<file path="src/rtl/lsu_pkg.sv">
// Shared encodings for the load/store unit.
// Holds the size codes, the FSM state type and the alignment rule.
package lsu_pkg;

  localparam logic [1:0] SZ_B = 2'b00;
  localparam logic [1:0] SZ_H = 2'b01;
  localparam logic [1:0] SZ_W = 2'b10;
  localparam logic [1:0] SZ_X = 2'b11;

  typedef enum logic [1:0] {
    IDLE,
    READ,
    WRITE,
    RESP
  } state_t;

  function automatic logic bad_req(
    input logic [1:0] size,
    input logic [1:0] off
  );
    logic bad;
    case (size)
      SZ_B:    bad = 1'b0;
      SZ_H:    bad = off[0];
      SZ_W:    bad = |off;
      default: bad = 1'b1;
    endcase
    return bad;
  endfunction

endpackage

</file>
<file path="src/rtl/subword_align.sv">
// Lane merge for sub-word stores and lane extract/extend for loads.
// Purely combinational; byte lane = off, half lane = off[1].
module subword_align
  import lsu_pkg::*;
#(
  parameter int DW = 32
) (
  input  logic [DW-1:0] word,
  input  logic [DW-1:0] data,
  input  logic [1:0]    size,
  input  logic [1:0]    off,
  input  logic          uns,
  output logic [DW-1:0] merged,
  output logic [DW-1:0] ext
);

  logic [7:0]  b;
  logic [15:0] h;

  assign b = word[{off, 3'b000} +: 8];
  assign h = word[{off[1], 4'b0000} +: 16];

  always_comb begin
    merged = word;
    ext    = '0;
    unique case (size)
      SZ_B: begin
        merged[{off, 3'b000} +: 8] = data[7:0];
        ext = {{24{~uns & b[7]}}, b};
      end
      SZ_H: begin
        merged[{off[1], 4'b0000} +: 16] = data[15:0];
        ext = {{16{~uns & h[15]}}, h};
      end
      SZ_W: begin
        merged = data;
        ext    = word;
      end
      SZ_X: begin
        merged = word;
        ext    = '0;
      end
    endcase
  end

endmodule

</file>
<file path="src/rtl/lsu_rmw.sv">
// Load/store unit for a word-only data memory.
// Sub-word stores go through a read-modify-write of the full word.
module lsu_rmw
  import lsu_pkg::*;
#(
  parameter int AW = 32,
  parameter int DW = 32
) (
  input  logic          clk,
  input  logic          reset,
  input  logic          req_valid,
  output logic          req_ready,
  input  logic          req_we,
  input  logic [1:0]    req_size,
  input  logic          req_unsigned,
  input  logic [AW-1:0] req_addr,
  input  logic [DW-1:0] req_wdata,
  output logic          rsp_valid,
  output logic [DW-1:0] rsp_rdata,
  output logic          rsp_err,
  output logic          mem_we,
  output logic [AW-1:0] mem_a,
  output logic [DW-1:0] mem_wd,
  input  logic [DW-1:0] mem_rd
);

  state_t        state_q;
  logic [AW-1:0] addr_q;
  logic [DW-1:0] wdata_q;
  logic [DW-1:0] rdata_q;
  logic [1:0]    size_q;
  logic          we_q;
  logic          uns_q;
  logic          err_q;

  logic          accept;
  logic          bad;
  logic [DW-1:0] merged;
  logic [DW-1:0] ext;

  assign accept = req_valid && req_ready;
  assign bad    = bad_req(req_size, req_addr[1:0]);

  subword_align #(.DW(DW)) u_align (
    .word   (mem_rd),
    .data   (wdata_q),
    .size   (size_q),
    .off    (addr_q[1:0]),
    .uns    (uns_q),
    .merged (merged),
    .ext    (ext)
  );

  assign req_ready = (state_q == IDLE);
  assign rsp_valid = (state_q == RESP);
  assign rsp_rdata = rdata_q;
  assign rsp_err   = err_q;
  assign mem_we    = (state_q == WRITE);
  assign mem_a     = {addr_q[AW-1:2], 2'b00};
  assign mem_wd    = wdata_q;

  always_ff @(posedge clk or posedge reset) begin
    if (reset) begin
      state_q <= IDLE;
      addr_q  <= '0;
      wdata_q <= '0;
      rdata_q <= '0;
      size_q  <= '0;
      we_q    <= 1'b0;
      uns_q   <= 1'b0;
      err_q   <= 1'b0;
    end else begin
      unique case (state_q)
        IDLE: begin
          if (accept) begin
            addr_q  <= req_addr;
            wdata_q <= req_wdata;
            size_q  <= req_size;
            we_q    <= req_we;
            uns_q   <= req_unsigned;
            err_q   <= bad;
            if (bad)
              state_q <= RESP;
            else if (req_we && req_size == SZ_W)
              state_q <= WRITE;
            else
              state_q <= READ;
          end
        end
        READ: begin
          // store: fold new lane into the old word; load: extract it
          if (we_q) begin
            wdata_q <= merged;
            state_q <= WRITE;
          end else begin
            rdata_q <= ext;
            state_q <= RESP;
          end
        end
        WRITE: state_q <= RESP;
        RESP: begin
          rdata_q <= '0;
          err_q   <= 1'b0;
          state_q <= IDLE;
        end
      endcase
    end
  end

endmodule

</file>
<file path="config.mk">
export PLATFORM = sky130hd
export DESIGN_NAME = lsu_rmw
export DESIGN_NICKNAME = d
export VERILOG_FILES = /design/src/rtl/lsu_pkg.sv /design/src/rtl/subword_align.sv /design/src/rtl/lsu_rmw.sv
export SDC_FILE = /design/constraint.sdc
export NUM_CORES = 1
export LEC_CHECK = 0
export BUFFER_PORTS_ARGS = -buffer_cell sky130_fd_sc_hd__buf_2
export CAP_MARGIN = 15
export CORE_ASPECT_RATIO = 2
export CORE_MARGIN = 3
export CORE_UTILIZATION = 35
export CTS_CLUSTER_SIZE = 8
export DETAILED_ROUTE_END_ITERATION = 7
export PLACE_DENSITY = 0.61
export SYNTH_ARGS = -nofsm -noshare
export SYNTH_HDL_FRONTEND = slang
export SYNTH_SLANG_ARGS = --single-unit
</file>
<file path="constraint.sdc">
create_clock -name clk -period 2.85 [get_ports clk]
set_clock_uncertainty 0.1 [all_clocks]
set_input_delay 0.285 -clock clk [delete_from_list [all_inputs] [get_ports clk]]
set_output_delay 0.285 -clock clk [all_outputs]
set_load 0.03 [all_outputs]
</file>
Word level (Yosys, flattened, before mapping)
Cells that the tools add are included.
{ "totals": {"word_cells": 61, "reg_bits": 103} }
{ "op_classes": {"reduce_logical": 13, "shift": 6, "muxes": 17, "n_addsub": 2, "eq_ne": 12, "n_bitwise": 3} }
{ "op_table": {"columns": ["operator", "count"], "rows": [
  ["$pmux W32 S2", 2],
  ["$pmux W32 S4", 1],
  ["$mux W32", 3],
  ["$pmux W32 S3", 1],
  ["$bwmux W32", 2],
  ["$shift A16 B7 Y32 const A", 1],
  ["$shift A8 B7 Y32 const A", 1],
  ["$shiftx A16 B7 Y32", 1],
  ["$shiftx A32 B6 Y16", 1],
  ["$shiftx A32 B6 Y8", 1],
  ["$shiftx A8 B7 Y32", 1],
  ["$neg A5 Y7", 2],
  ["$eq A2 B2 Y1 const B", 5],
  ["$pmux W2 S4", 1],
  ["$eq A2 B1 Y1 const B", 3],
  ["$logic_not A2 Y1", 3],
  ["$mux W2", 3],
  ["$ne A2 B2 Y1 const B", 3],
  ["$reduce_and A2 Y1", 3],
  ["$reduce_bool A2 Y1", 3],
  ["$reduce_and A4 Y1", 1],
  ["$pmux W1 S3", 1],
  ["$and A1 B1 Y1", 2],
  ["$logic_and A1 B1 Y1", 2],
  ["5 further kinds", 6]
]} }

Logic depth before layout (Yosys ltp)
{ "logic_depth": {"depth_word": 6, "depth_mapped": 10, "depth_no_buf": 6} }

Modules after synthesis
Synthesis repeated with hierarchy kept, for this count alone.
{ "hier_totals": {"hier_cells": 649, "area_unflattened_um2": 6952.9} }
{ "by_module_without_submodules": {"columns": ["module", "n_inst", "area_per_inst_um2", "cells_per_inst"], "rows": [
  ["lsu_rmw", 1, 4573.1, 316],
  ["subword_align", 1, 2379.8, 333]
]} }

Worst setup path after synthesis
Ideal clock, no wire load.
{ "synth_path": {"path_type": "register -> register", "from": "register addr_q[1]", "to": "register wdata_q[1] (netlist: mem_wd[1])", "slack_ns": 0.372, "arrival_time_ns": 2.252, "t_required_ns": 2.624, "path_buffers": 2, "stages_incl_launch_ff": 9, "cell_sequence": "dfrtp_1 -> buf_2 -> buf_2 -> inv_1 -> ha_1 -> or3b_2 -> a22oi_1 -> nor4_2 -> a221o_1"} }
{ "synth_between": {"elab_chain_len": 6, "elab_cells_between_ends": 11, "classes_between": "add/sub (2); shift (4); mux (5)"} }
{ "synth_rtl": {"columns": ["element", "line_no", "rtl"], "rows": [
  ["start: declaration", "lsu_rmw.sv:28", "logic [AW-1:0] addr_q;"],
  ["start signal: assignment", "lsu_rmw.sv:76", "addr_q <= req_addr;"],
  ["$neg A5 Y7, on equally long branches", "subword_align.sv:32, subword_align.sv:28", null],
  ["$shiftx A16 B7 Y32 (tied with other cells)", "subword_align.sv:32", "merged[{off[1], 4'b0000} +: 16] = data[15:0];"],
  ["$bwmux W32, on equally long branches", "subword_align.sv:32, subword_align.sv:28", null],
  ["$pmux W32 S3 (*)", "subword_align.sv:26", "unique case (size)"],
  ["$mux W32 (*)", "lsu_rmw.sv:92", "if (we_q) begin"],
  ["$pmux W32 S2 (*)", "lsu_rmw.sv:73", "unique case (state_q)"],
  ["end signal: assignment", "lsu_rmw.sv:77", "wdata_q <= req_wdata;"],
  ["end signal: assignment", "lsu_rmw.sv:93", "wdata_q <= merged;"],
  ["end: declaration", "lsu_rmw.sv:29", "logic [DW-1:0] wdata_q;"]
]} }
Every way passes the cells marked *; elsewhere a longest branch is shown, timed or not. The select of a mux whose other input is x is not followed.
A chain may end at the register's enable or synchronous reset.

Final worst setup path
{ "layout_path": {"from": "register addr_q[1]", "to": "register wdata_q[28] (netlist: mem_wd[28])"} }
The elaborated chain is that of the path after synthesis.

==> results.txt <==
Outcome: finished, final reports clean
Synth cell types: 61
Vias in the first global route: 5,453
First-pass GRT wire length: 30.88 mm
Max Cap Viol: 0
Global route overflow: 0
Largest net degree at the start of global routing: 40
CTS Buf Count: 9
TNS Setup: 0 ps
Critical path's largest stage delay: 590 ps
Most common library cells after synthesis: dfrtp_1 (103), nand2_1 (61), nor2_1 (59), mux2_2 (52), o21ai_0 (51)
# fillers: 1,679
CP arrival: 2460 ps
CP Capture Type: flip-flop
Die span in x: 97.67 um
Die H: 189.3 um
DP Cell Count: 950
Final setup vio count: 0
Pre-CTS WS: 505.7 ps
M1 wire length: 6.796 mm
Final ANT Viol Nets: 0
CTS tree: done
Critical Path RT: 2960 ps
Number of synthesized flops with an enable pin: 0
Number of cell rows: 66
Met3 wire len: 1.057 mm
Top-count cell post-synth: dfrtp_1
Relative slew slack: 0.5102
Critical path cell sequence: buf_4 > ha_1 > nor4b_2 > buf_4 > a2111oi_0 > o31ai_1
Die area: 18,490 um^2
1st-iter DRT viols: 410
Minimum clock period: 2349 ps
Routed wire length: 20.21 mm
DR top layer: met4
DRC: 0
Slowest-stage cell, CP: a2111oi_0
Top-area cell type share of the netlist area: 0.4382
Slew @ Worst Pin: 733.1 ps
Vias per cell: 5.446
Met2 WL: 10.71 mm
WP buf/inv: 2
Clk slew on worst S/H paths: 70 ps
Final-report hold violation count: 0
CTS root buffer: clkbuf_16
Io pins: 203
Worst Path Max Fanout: 17
Final worst path period share: 0.8243
Share of layout cells above drive strength 1: 0.3990
Setup CP Type: flip-flop to flip-flop
Initial antenna violation count: 0
Fmax: 425.7 MHz
Seq cells post-synth: 103
Sequential area share after synthesis: 0.4382
Pwr dens: 1268 nW/um^2
Max Slew Vio Count: 0
Final Power: 9.160 mW
Ys Warns: 0
Clock Sink Count: 103
Synthesized area per cell: 9.836 um^2
Post-synth top area cell: dfrtp_1
Htree depth: 3
Startpoint Class: flip-flop
Top_reg_cell synth: dfrtp_1
Final HPWL DP: 15.99 mm
Crit-path leading delay family: compound AO/OA/AOI/OAI gates
Cell Area, Placed: 6910 um^2
Final instance area: 7222 um^2
DR vias: 5,266
Final Net Count: 870
P&R area growth vs syn: 22.78%
Leak: 3.474 nW
Core Footprint: 16,350 um^2
Max clock buf depth: 2
Final cell count without fillers: 967
Worst Setup Slack, final: 500.9 ps
GRT Total Usage: 0.2162
Worst-Skew Late Latency: 350 ps
1st-pass router iterations: 5
IR drop worst, VDD: 0.0005182 V
Top cell by count, worst path: buf_4
Synthesized instance count: 598
Ranking of synthesized cells by area: dfrtp_1 (44%), mux2_2 (10%), o21ai_0 (4.3%), buf_4 (4.3%), nand2_1 (3.9%)
Synthesized area: 5882 um^2
Port buffer count: 200
Wire per inst: 20.89 um
Asr flop ratio synth: 1.000
Gp weighted congestion: 0.9404
Initial Util: 0.3597
Type of the most critical hold path: input pin to flip-flop
RSZ-0062 raised after global routing: no
# resized after CTS: 0
-- through the flow --
| stage | utilization | hold WS (ps) |
|---|---|---|
| floorplan | - | 329.9 |
| global placement | 0.4226 | 343.5 |
| CTS | 0.4415 | 52.29 |
| finish | 0.4417 | 61.24 |
| detailed placement | 0.4226 | 340.1 |
| global route | 0.4415 | 58.49 |
-- state kept, by name, summed over array words and instances (netlist names) --
register   cells
addr_q        32
mem_wd        32
rsp_err        1
rsp_rdata     32
size_q         2
state_q        2
uns_q          1
we_q           1
-- cell families (layout without fill, tap and decap cells) --
logic type               Yosys count  count (layout)  share of synthesized area
multiplexers                      63              63                     0.1185
flip-flops                       103             103                     0.4382
other                              1               3                  0.0006376
adder cells (fa/ha/maj)            9               9                    0.01915
AND/OR/NAND/NOR                  183             183                     0.1493
buffers and inverters             86             249                    0.08254
AO/OA/AOI/OAI                    153             153                     0.1917
-- path summary, 6_finish.rpt --
check / from / end / slack, ps / cells past startpoint
worst max-delay path: addr_q[1]$_DFFE_PP0P_ / mem_wd[28]$_DFFE_PP0P_ / 500 / 6
worst min-delay path: req_addr[31] / addr_q[31]$_DFFE_PP0P_ / 60 / 2
worst max register to register: addr_q[1]$_DFFE_PP0P_ / mem_wd[28]$_DFFE_PP0P_ / 500 / 6
worst min register to register: rsp_rdata[30]$_DFFE_PP0P_ / rsp_rdata[30]$_DFFE_PP0P_ / 380 / 2
max in group asynchronous: reset / rsp_rdata[6]$_DFFE_PP0P_ / 1520 / 4
min in group asynchronous: reset / addr_q[18]$_DFFE_PP0P_ / 500 / 3
-- where the power goes --
group	total, mW	internal, mW	switching, mW	leakage, nW
sequential	2.56	2.09	0.475	1.29
combinational	5.35	1.90	3.45	2.04
clock	1.25	0.723	0.530	0.145
total	9.16	4.71	4.45	3.47
-- area by class of cell --
cell class              instances  area (um^2)  area share
multi-input cells             410         2829      0.3917
flip-flops and latches        103         2577      0.3569
repair buffers                223         1214      0.1681
clock buffers                  12        256.5     0.03552
well taps                     204        255.2     0.03534
inverters                      11        45.04    0.006237
clock inverters                 3        42.54    0.005891
diodes                          1        2.502   0.0003465
-- per-layer routing --
metal / vias up / GRT usage
met5: - / 0
met4: 0 / 0.1648
met3: 62 / 0.04314
met2: 216 / 0.3926
met1: 2529 / 0.2109
li1: 2459 / -
-- layout by cell type, fill, tap and decap left out, types with 8 or more instances in the layout --
cell / synthesis / final
ha_1: 9 / 9
buf_2: 16 / 200
o31ai_1: 12 / 12
buf_4: 34 / 19
nor3b_1: 9 / 9
nor3_1: 12 / 12
mux2i_1: 10 / 10
nand2_1: 61 / 60
mux2_2: 52 / 52
dfrtp_1: 103 / 103
a22o_1: 19 / 19
nor2_1: 59 / 59
nand2b_1: 8 / 8
o21ai_0: 51 / 51
a221oi_1: 8 / 8
clkbuf_16: 0 / 9
-- timing repair --
item | 4_1_cts | 5_1_grt
hold buffers | 1 | 0
hold endpoints to repair | 27 | 0
buffers inserted | 0 | 0
Note: power is estimated with default switching activity, not from simulation.
